$ cat src/rtl/mem_bus_pkg.sv
// rtl/mem_bus_pkg.sv - shared bus command codes, default widths and unit state type
package mem_bus_pkg;

    localparam int DEF_DATA_W = 16;
    localparam int DEF_ADDR_W = 9;
    localparam int REGION_BIT = DEF_ADDR_W - 1;

    localparam logic [1:0] MNONE  = 2'b01;
    localparam logic [1:0] MREAD  = 2'b00;
    localparam logic [1:0] MWRITE = 2'b10;

    typedef enum logic [2:0] {
        ST_IDLE,
        ST_RD_ADDR,
        ST_RD_DATA,
        ST_WR,
        ST_IO_WAIT
    } state_e;

endpackage

$ cat src/rtl/mem_access_unit_if.sv
// rtl/mem_access_unit_if.sv - request/response and memory bus signals of the access unit
interface mem_access_unit_if
    import mem_bus_pkg::*;
#(
    parameter int DATA_W = DEF_DATA_W,
    parameter int ADDR_W = DEF_ADDR_W
);
    logic              req_valid;
    logic              req_ready;
    logic              req_write;
    logic [ADDR_W-1:0] req_addr;
    logic [DATA_W-1:0] req_wdata;
    logic              resp_valid;
    logic [DATA_W-1:0] resp_rdata;
    logic              resp_err;
    logic [1:0]        mem_cmd;
    logic [ADDR_W-1:0] mem_addr;
    logic [DATA_W-1:0] write_data;
    logic [DATA_W-1:0] read_data;
    logic              io_ready;

    modport master (
        input  req_valid, req_write, req_addr, req_wdata, read_data, io_ready,
        output req_ready, resp_valid, resp_rdata, resp_err, mem_cmd, mem_addr, write_data
    );

    modport slave (
        output req_valid, req_write, req_addr, req_wdata, read_data, io_ready,
        input  req_ready, resp_valid, resp_rdata, resp_err, mem_cmd, mem_addr, write_data
    );

endinterface

$ cat src/rtl/io_wait_timer.sv
// rtl/io_wait_timer.sv - clearable wait-cycle counter flagging the last allowed I/O cycle
module io_wait_timer #(
    parameter int TIMEOUT = 15
) (
    input  logic clk,
    input  logic rst,
    input  logic clear,
    input  logic enable,
    output logic timeout
);
    localparam int CNT_W = $clog2(TIMEOUT + 1);

    logic [CNT_W-1:0] count_q, count_d;

    assign timeout = (count_q == CNT_W'(TIMEOUT - 1));

    always_comb begin
        count_d = count_q;
        if (clear) begin
            count_d = '0;
        end else if (enable && !timeout) begin
            count_d = count_q + 1'b1;
        end
    end

    always_ff @(posedge clk or posedge rst) begin
        if (rst) begin
            count_q <= '0;
        end else begin
            count_q <= count_d;
        end
    end

endmodule

$ cat src/rtl/mem_access_unit.sv
// rtl/mem_access_unit.sv - single-outstanding load/store initiator for the RAM and I/O bus
module mem_access_unit
    import mem_bus_pkg::*;
#(
    parameter int DATA_W  = DEF_DATA_W,
    parameter int ADDR_W  = DEF_ADDR_W,
    parameter int TIMEOUT = 15
) (
    input  logic                clk,
    input  logic                reset,
    mem_access_unit_if.master   bus
);
    state_e            state_q, state_d;
    logic              write_q, write_d;
    logic [1:0]        mem_cmd_q, mem_cmd_d;
    logic [ADDR_W-1:0] mem_addr_q, mem_addr_d;
    logic [DATA_W-1:0] write_data_q, write_data_d;
    logic              resp_valid_q, resp_valid_d;
    logic [DATA_W-1:0] resp_rdata_q, resp_rdata_d;
    logic              resp_err_q, resp_err_d;
    logic              timer_clear, timer_en, timer_timeout;

    io_wait_timer #(.TIMEOUT(TIMEOUT)) u_timer (
        .clk     (clk),
        .rst     (reset),
        .clear   (timer_clear),
        .enable  (timer_en),
        .timeout (timer_timeout)
    );

    assign bus.req_ready  = (state_q == ST_IDLE);
    assign bus.mem_cmd    = mem_cmd_q;
    assign bus.mem_addr   = mem_addr_q;
    assign bus.write_data = write_data_q;
    assign bus.resp_valid = resp_valid_q;
    assign bus.resp_rdata = resp_rdata_q;
    assign bus.resp_err   = resp_err_q;

    always_comb begin
        state_d      = state_q;
        write_d      = write_q;
        mem_cmd_d    = mem_cmd_q;
        mem_addr_d   = mem_addr_q;
        write_data_d = write_data_q;
        resp_valid_d = 1'b0;
        resp_rdata_d = resp_rdata_q;
        resp_err_d   = 1'b0;
        timer_clear  = 1'b0;
        timer_en     = 1'b0;
        case (state_q)
            ST_IDLE: begin
                if (bus.req_valid) begin
                    write_d      = bus.req_write;
                    mem_addr_d   = bus.req_addr;
                    write_data_d = bus.req_wdata;
                    timer_clear  = 1'b1;
                    if (bus.req_addr[REGION_BIT]) begin
                        state_d   = ST_IO_WAIT;
                        mem_cmd_d = bus.req_write ? MWRITE : MREAD;
                    end else if (bus.req_write) begin
                        state_d   = ST_WR;
                        mem_cmd_d = MWRITE;
                    end else begin
                        state_d   = ST_RD_ADDR;
                        mem_cmd_d = MREAD;
                    end
                end
            end
            ST_RD_ADDR: state_d = ST_RD_DATA;
            // RAM dout became valid after the RD_ADDR edge; keep MREAD so it stays on the bus
            ST_RD_DATA: begin
                resp_valid_d = 1'b1;
                resp_rdata_d = bus.read_data;
                mem_cmd_d    = MNONE;
                state_d      = ST_IDLE;
            end
            ST_WR: begin
                resp_valid_d = 1'b1;
                resp_rdata_d = '0;
                mem_cmd_d    = MNONE;
                state_d      = ST_IDLE;
            end
            ST_IO_WAIT: begin
                timer_en = 1'b1;
                if (bus.io_ready) begin
                    resp_valid_d = 1'b1;
                    resp_rdata_d = write_q ? '0 : bus.read_data;
                    mem_cmd_d    = MNONE;
                    state_d      = ST_IDLE;
                end else if (timer_timeout) begin
                    resp_valid_d = 1'b1;
                    resp_err_d   = 1'b1;
                    resp_rdata_d = '0;
                    mem_cmd_d    = MNONE;
                    state_d      = ST_IDLE;
                end
            end
            default: begin
                mem_cmd_d = MNONE;
                state_d   = ST_IDLE;
            end
        endcase
    end

    always_ff @(posedge clk or posedge reset) begin
        if (reset) begin
            state_q      <= ST_IDLE;
            write_q      <= 1'b0;
            mem_cmd_q    <= MNONE;
            mem_addr_q   <= '0;
            write_data_q <= '0;
            resp_valid_q <= 1'b0;
            resp_rdata_q <= '0;
            resp_err_q   <= 1'b0;
        end else begin
            state_q      <= state_d;
            write_q      <= write_d;
            mem_cmd_q    <= mem_cmd_d;
            mem_addr_q   <= mem_addr_d;
            write_data_q <= write_data_d;
            resp_valid_q <= resp_valid_d;
            resp_rdata_q <= resp_rdata_d;
            resp_err_q   <= resp_err_d;
        end
    end

endmodule

$ cat src/flat_wrapper.sv
// flat-port wrapper written by rule: the top's interface ports become plain ports
module mem_access_unit_flat import mem_bus_pkg::*;
#(
    parameter int DATA_W  = DEF_DATA_W,
    parameter int ADDR_W  = DEF_ADDR_W,
    parameter int TIMEOUT = 15
)
  (clk, reset, bus_req_valid, bus_req_write, bus_req_addr, bus_req_wdata, bus_read_data, bus_io_ready, bus_req_ready, bus_resp_valid, bus_resp_rdata, bus_resp_err, bus_mem_cmd, bus_mem_addr, bus_write_data);
  mem_access_unit_if #(.DATA_W(DATA_W), .ADDR_W(ADDR_W)) bus_i ();
  input  logic clk;
  input  logic reset;
  input wire logic [$bits(bus_i.req_valid)-1:0] bus_req_valid;
  input wire logic [$bits(bus_i.req_write)-1:0] bus_req_write;
  input wire logic [$bits(bus_i.req_addr)-1:0] bus_req_addr;
  input wire logic [$bits(bus_i.req_wdata)-1:0] bus_req_wdata;
  input wire logic [$bits(bus_i.read_data)-1:0] bus_read_data;
  input wire logic [$bits(bus_i.io_ready)-1:0] bus_io_ready;
  output wire logic [$bits(bus_i.req_ready)-1:0] bus_req_ready;
  output wire logic [$bits(bus_i.resp_valid)-1:0] bus_resp_valid;
  output wire logic [$bits(bus_i.resp_rdata)-1:0] bus_resp_rdata;
  output wire logic [$bits(bus_i.resp_err)-1:0] bus_resp_err;
  output wire logic [$bits(bus_i.mem_cmd)-1:0] bus_mem_cmd;
  output wire logic [$bits(bus_i.mem_addr)-1:0] bus_mem_addr;
  output wire logic [$bits(bus_i.write_data)-1:0] bus_write_data;
  assign bus_i.req_valid = bus_req_valid;
  assign bus_i.req_write = bus_req_write;
  assign bus_i.req_addr = bus_req_addr;
  assign bus_i.req_wdata = bus_req_wdata;
  assign bus_i.read_data = bus_read_data;
  assign bus_i.io_ready = bus_io_ready;
  assign bus_req_ready = bus_i.req_ready;
  assign bus_resp_valid = bus_i.resp_valid;
  assign bus_resp_rdata = bus_i.resp_rdata;
  assign bus_resp_err = bus_i.resp_err;
  assign bus_mem_cmd = bus_i.mem_cmd;
  assign bus_mem_addr = bus_i.mem_addr;
  assign bus_write_data = bus_i.write_data;
  mem_access_unit #(.DATA_W(DATA_W), .ADDR_W(ADDR_W), .TIMEOUT(TIMEOUT)) u_core (.clk(clk), .reset(reset), .bus(bus_i));
endmodule
$ cat config.mk
export PLATFORM = sky130hd
export DESIGN_NAME = mem_access_unit_flat
export DESIGN_NICKNAME = d
export VERILOG_FILES = /design/src/rtl/mem_bus_pkg.sv /design/src/rtl/mem_access_unit_if.sv /design/src/rtl/io_wait_timer.sv /design/src/rtl/mem_access_unit.sv /design/src/flat_wrapper.sv
export SDC_FILE = /design/constraint.sdc
export NUM_CORES = 1
export LEC_CHECK = 0
export BUFFER_PORTS_ARGS = -buffer_cell sky130_fd_sc_hd__buf_4
export CORE_ASPECT_RATIO = 0.6
export CORE_MARGIN = 1
export CORE_UTILIZATION = 35
export DETAILED_ROUTE_END_ITERATION = 10
export HOLD_SLACK_MARGIN = 0.03
export PLACE_DENSITY = 0.7
export SYNTH_ARGS = -nofsm -noshare
export SYNTH_HDL_FRONTEND = slang
export SYNTH_SLANG_ARGS = --single-unit
$ cat constraint.sdc
create_clock -name clk -period 5.05 [get_ports clk]
set_input_delay 0.7575 -clock clk [delete_from_list [all_inputs] [get_ports clk]]
set_output_delay 0.7575 -clock clk [all_outputs]
set_load 0.05 [all_outputs]
# Word-level counts from Yosys, hierarchy flattened
# Index checks and enable logic that the tools add are counted.
op_classes:
  div_mod_pow: 0
  n_bitwise: 1
  n_reduce_logical: 10
  n_lt_le_gt_ge: 0
  muxes: 25
  mul: 0
  shifts: 0
  addsub: 1
  eq_ne: 7
ops:
  columns: ["op", "n"]
  rows:
  - ["$mux W16", 3]
  - ["$pmux W16 S3", 1]
  - ["$mux W3", 4]
  - ["$mux W2", 5]
  - ["$pmux W3 S3", 1]
  - ["$mux W4", 2]
  - ["$mux W1", 7]
  - ["$eq A3 B2 Y1 const B", 2]
  - ["$pmux W2 S3", 1]
  - ["$reduce_and A2 Y1", 3]
  - ["$add A4 B1 Y4 const B", 1]
  - ["$eq A4 B4 Y1 const B", 1]
  - ["$eq A3 B1 Y1 const B", 1]
  - ["$eq A3 B3 Y1 const B", 1]
  - ["$logic_not A3 Y1", 1]
  - ["$ne A3 B3 Y1 const B", 1]
  - ["$reduce_and A3 Y1", 1]
  - ["$reduce_bool A3 Y1", 1]
  - ["$ne A2 B2 Y1 const B", 1]
  - ["$pmux W1 S2", 1]
  - ["$reduce_bool A2 Y1", 1]
  - ["$reduce_or A2 Y1", 1]
  - ["$logic_and A1 B1 Y1", 1]
  - ["$logic_not A1 Y1", 1]
  - ["$not A1 Y1", 1]
totals:
  wordCells: 53
  ram_bits: 0
  output_inout_bits: 46
  romBits: 0
  inputBits: 46
  n_memories: 0
  reg_bits: 53
  latchBits: 0

# Longest topological paths before layout
depth:
  depth_word: 5
  mapped_depth: 7

# Cells and area by module
# Synthesis repeated with hierarchy kept, for this count alone.
unflattened:
  hier_cells: 148
  hier_area_um2: 2247.2
modules_own_cells:
  columns: ["mod", "cells_each", "area_per_inst_um2", "n_inst", "seq_area_each_um2"]
  rows:
  - ["mem_access_unit", 125, 2031.9, 1, 1227.4]
  - ["io_wait_timer", 23, 215.2, 1, 100.1]

# Worst setup path before layout
# OpenSTA, ideal clock, no wires.
synth_path:
  path_type: "reg2out"
  startpoint: "reg u_core.state_q[1]"
  endpoint: "out bus_req_ready"
  stages_incl_launch_ff: 3
  slack_ps: 2927
  path_buffers: 0
  arrival_ps: 1366
  cell_sequence: "dfrtp_1 or2_2 nor2_1"
synth_via:
  elab_chain_len: 1
synth_rtl:
  columns: ["item", "line_no", "rtl"]
  rows:
  - ["start: declaration", "mem_access_unit.sv:13", "state_e state_q, state_d;"]
  - ["start signal: assignment", "mem_access_unit.sv:116", "state_q <= state_d;"]
  - ["$logic_not A3 Y1", "mem_access_unit.sv:31", "assign bus.req_ready = (state_q == ST_IDLE);"]
  - ["end: declaration", "flat_wrapper.sv:18", "output wire logic [$bits(bus_i.req_ready)-1:0] bus_req_ready;"]
# No other way between the ends.

# Worst setup path in the final report
layout_path:
  startpoint: "reg u_core.state_q[1]"
  endpoint: "reg u_core.resp_rdata_q[7], in the netlist u_core.bus.resp_rdata[7]"
layout_via:
  elab_chain_len: 3
layout_rtl:
  columns: ["item", "line_no", "rtl"]
  rows:
  - ["$eq A3 B3 Y1 or $eq A3 B2 Y1 (tied branches)", "mem_access_unit.sv:50", "case (state_q)"]
  - ["$ne A3 B3 Y1 (no line) or $reduce_bool A3 Y1 (tied branches)", null, null]
  - ["$reduce_and A2 Y1 (no line)", null, null]
  - ["end signal: assignment", "mem_access_unit.sv:122", "resp_rdata_q <= resp_rdata_d;"]
  - ["end: declaration", "mem_access_unit.sv:19", "logic [DATA_W-1:0] resp_rdata_q, resp_rdata_d;"]
# Parallel ways exist; a longest one is shown, timed or not.
# A chain may end at the register's enable or synchronous reset.

==> out/results.ini <==
[die]
pin_count=92
die-area_um2=6980
start_util_pct=37.2
core-area_um2=6250
die-height_um=65.1
die_x_um=107
rows=22

[detailed_routing]
vias=1858
routed_wl_um=5380
routed_via_density=4.61
wl_per_cell_um=13.4
ant_nets=0
drc_errors=0
drtPass1Iterations=4
drt_iter0_drc=94

[cells_and_area]
fillers=610
fin_cells=403
synthToLayoutAreaGrowth_pct=34.2
drive_gt1_share_pct=32.9
fin_area_um2=3120
nets=366
diodes=0

[power]
p_per_area_nw_per_um2=609
vdd_drop_max_mv=0.215
p_leak_nw=1.64

[setup_path]
max_stage_delay_ps=1100
required_ps=5260
cp-start-kind=flop
slowest_stage=a22oi_2
cp_max_fo=26
cp_cell_sequence=or3b_1 > a22oi_2 > mux2i_1
endpoint_kind=flop
crit_type=reg2reg
crit_arrival_ps=2910

[logic_synthesis]
synth_edf_count=0
ys_seq_area_share_pct=57.1
syn_nets=282
synth_top_flop_cell=dfrtp_1
ys_warn_count=0
async_reset_ff_share_pct=100
synthCells=234
synth_seq_cells=53
syn_area_per_cell_um2=9.93
synth_cell_types=32
syn-cell-area_um2=2320

[cts]
clk_pin_slew_ps=90
numCtsBuffers=5
htreeDepth=2
ctsHoldBuffers=0
cts_tree=done
cts_buffer_depth=2
cts_setup_buffers=0
cts_resized=0
cts_sinks=53
cts-root-buf=clkbuf_8
clock_latency_ps=300

[global_route]
first_global_vias=1830
grt_max_degree=54
track_usage_pct=16.4
overflow=0
antenna_found_initial=0
grt_first_pass_wirelength_um=8780

[timing]
skew_ps=4.97
worst_slack_ps=2350
finalSetupViolations=0
fin_crit_sh_pct=53.4
rsz0062_at_grt=false
slew_headroom_pct=17.8
fin_crit_ps=2700
whs_ps=466
tns_ps=0
max_freq_ghz=0.371
hold_viol_final=0
tightest_slew_ps=1230
finalMaxSlewViolations=0

[job]
maxCapViolCount=0

[hold_path]
hold_path_class=reg2reg

[placed_design]
pre_cts_ws_ps=2370
hpwlAfterDp_um=3720
numPortBuffers=91
place_area_um2=3030
dp_cells=395
place_congestion=0.735

[status]
status=complete, no violations

[final cells by class]
cell class | count | area, um^2 | share of cell area (%)
flip-flops and latches | 53 | 1330 | 42.6
inverters | 21 | 78.8 | 2.53
multi-input cells | 145 | 826 | 26.5
well taps | 84 | 105 | 3.37
repair buffers | 92 | 691 | 22.2
clock buffers | 8 | 90.1 | 2.89
[registers in the layout, indices dropped and copies added, names as in the netlist]
register	flops
u_core.bus.resp_rdata	16
u_core.bus.write_data	16
u_core.bus.mem_addr	9
u_core.u_timer.count_q	4
u_core.state_q	3
u_core.bus.mem_cmd	2
u_core.bus.resp_err	1
u_core.bus.resp_valid	1
u_core.write_q	1
[routing by layer]
metal	global-route usage [%]	part of all wire, %
met4	5.99	1.2
met1	22.1	48
met3	4.37	5.6
met2	25.5	45
met5	0	0
[layout by cell type, fill, tap and decap left out, drive strengths merged, types with 2 or more instances in the layout]
cell type / Yosys / final
o21ai: 2 / 2
buf: 6 / 92
nor4b: 2 / 2
mux2i: 16 / 16
o311ai: 2 / 2
nand3: 2 / 2
o211ai: 16 / 16
clkbuf: 9 / 8
nor2b: 2 / 2
o31ai: 2 / 2
dfrtp: 52 / 52
nor2: 3 / 3
or3: 2 / 2
ha: 2 / 2
inv: 21 / 21
nand2: 80 / 80
a21oi: 3 / 3
[synth_stat cells, types with 3 or more instances]
master    count  area [um^2]
clkbuf_1      9         33.8
dfrtp_1      52         1300
nand2_1      80          300
buf_6         3         33.8
mux2i_1      16          160
nor2_1        3         11.3
inv_1        21         78.8
o211ai_1     16          120
a21oi_1       3         15.0
[per-stage QoR]
stage / util, % / power (W)
2_1_floorplan: - / 0.00137
3_3_place_gp: 48.5 / 0.00165
3_5_place_dp: 48.5 / 0.00167
4_1_cts: 49.9 / 0.00192
5_1_grt: 49.9 / 0.00200
6_report: 49.9 / 0.00190
[path summary, 6_finish.rpt]
kind                                       startpoint                         to  slack [ps]  cells past startpoint
worst max-delay path                u_core.state_q[1]   u_core.bus.resp_rdata[7]        2350                      3
worst min-delay path            u_core.bus.mem_cmd[0]      u_core.bus.mem_cmd[0]         470                      2
worst max register to register      u_core.state_q[1]   u_core.bus.resp_rdata[7]        2350                      3
worst min register to register  u_core.bus.mem_cmd[0]      u_core.bus.mem_cmd[0]         470                      2
max in group asynchronous                       reset   u_core.bus.write_data[4]        3630                      2
min in group asynchronous                       reset  u_core.bus.resp_rdata[10]         740                      2
[worst max-delay path, delay by kind of cell (launching register included)]
family | cells | cell delay (ps)
AND/OR/NAND/NOR | 1 | 740
flip-flops | 1 | 460
multiplexers | 1 | 320
AO/OA/AOI/OAI | 1 | 1100
[where the power goes]
part	switching (W)	leakage [nW]	internal [W]
logic	0.000701	0.934	0.000294
clock network	0.000131	0.0455	0.000112
registers	0.0000897	0.658	0.000570
total	0.000922	1.64	0.000976
[cell families (layout without fill, tap and decap cells)]
| family | count (synthesis) | in the layout | synth area share [%] |
|---|---|---|---|
| adder cells (fa/ha/maj) | 2 | 2 | 1.08 |
| multiplexers | 16 | 16 | 6.89 |
| AO/OA/AOI/OAI | 29 | 29 | 9.21 |
| AND/OR/NAND/NOR | 98 | 98 | 18.1 |
| buffers and inverters | 36 | 121 | 7.59 |
| flip-flops | 53 | 53 | 57.1 |
Power figures use the tool's default switching activity.
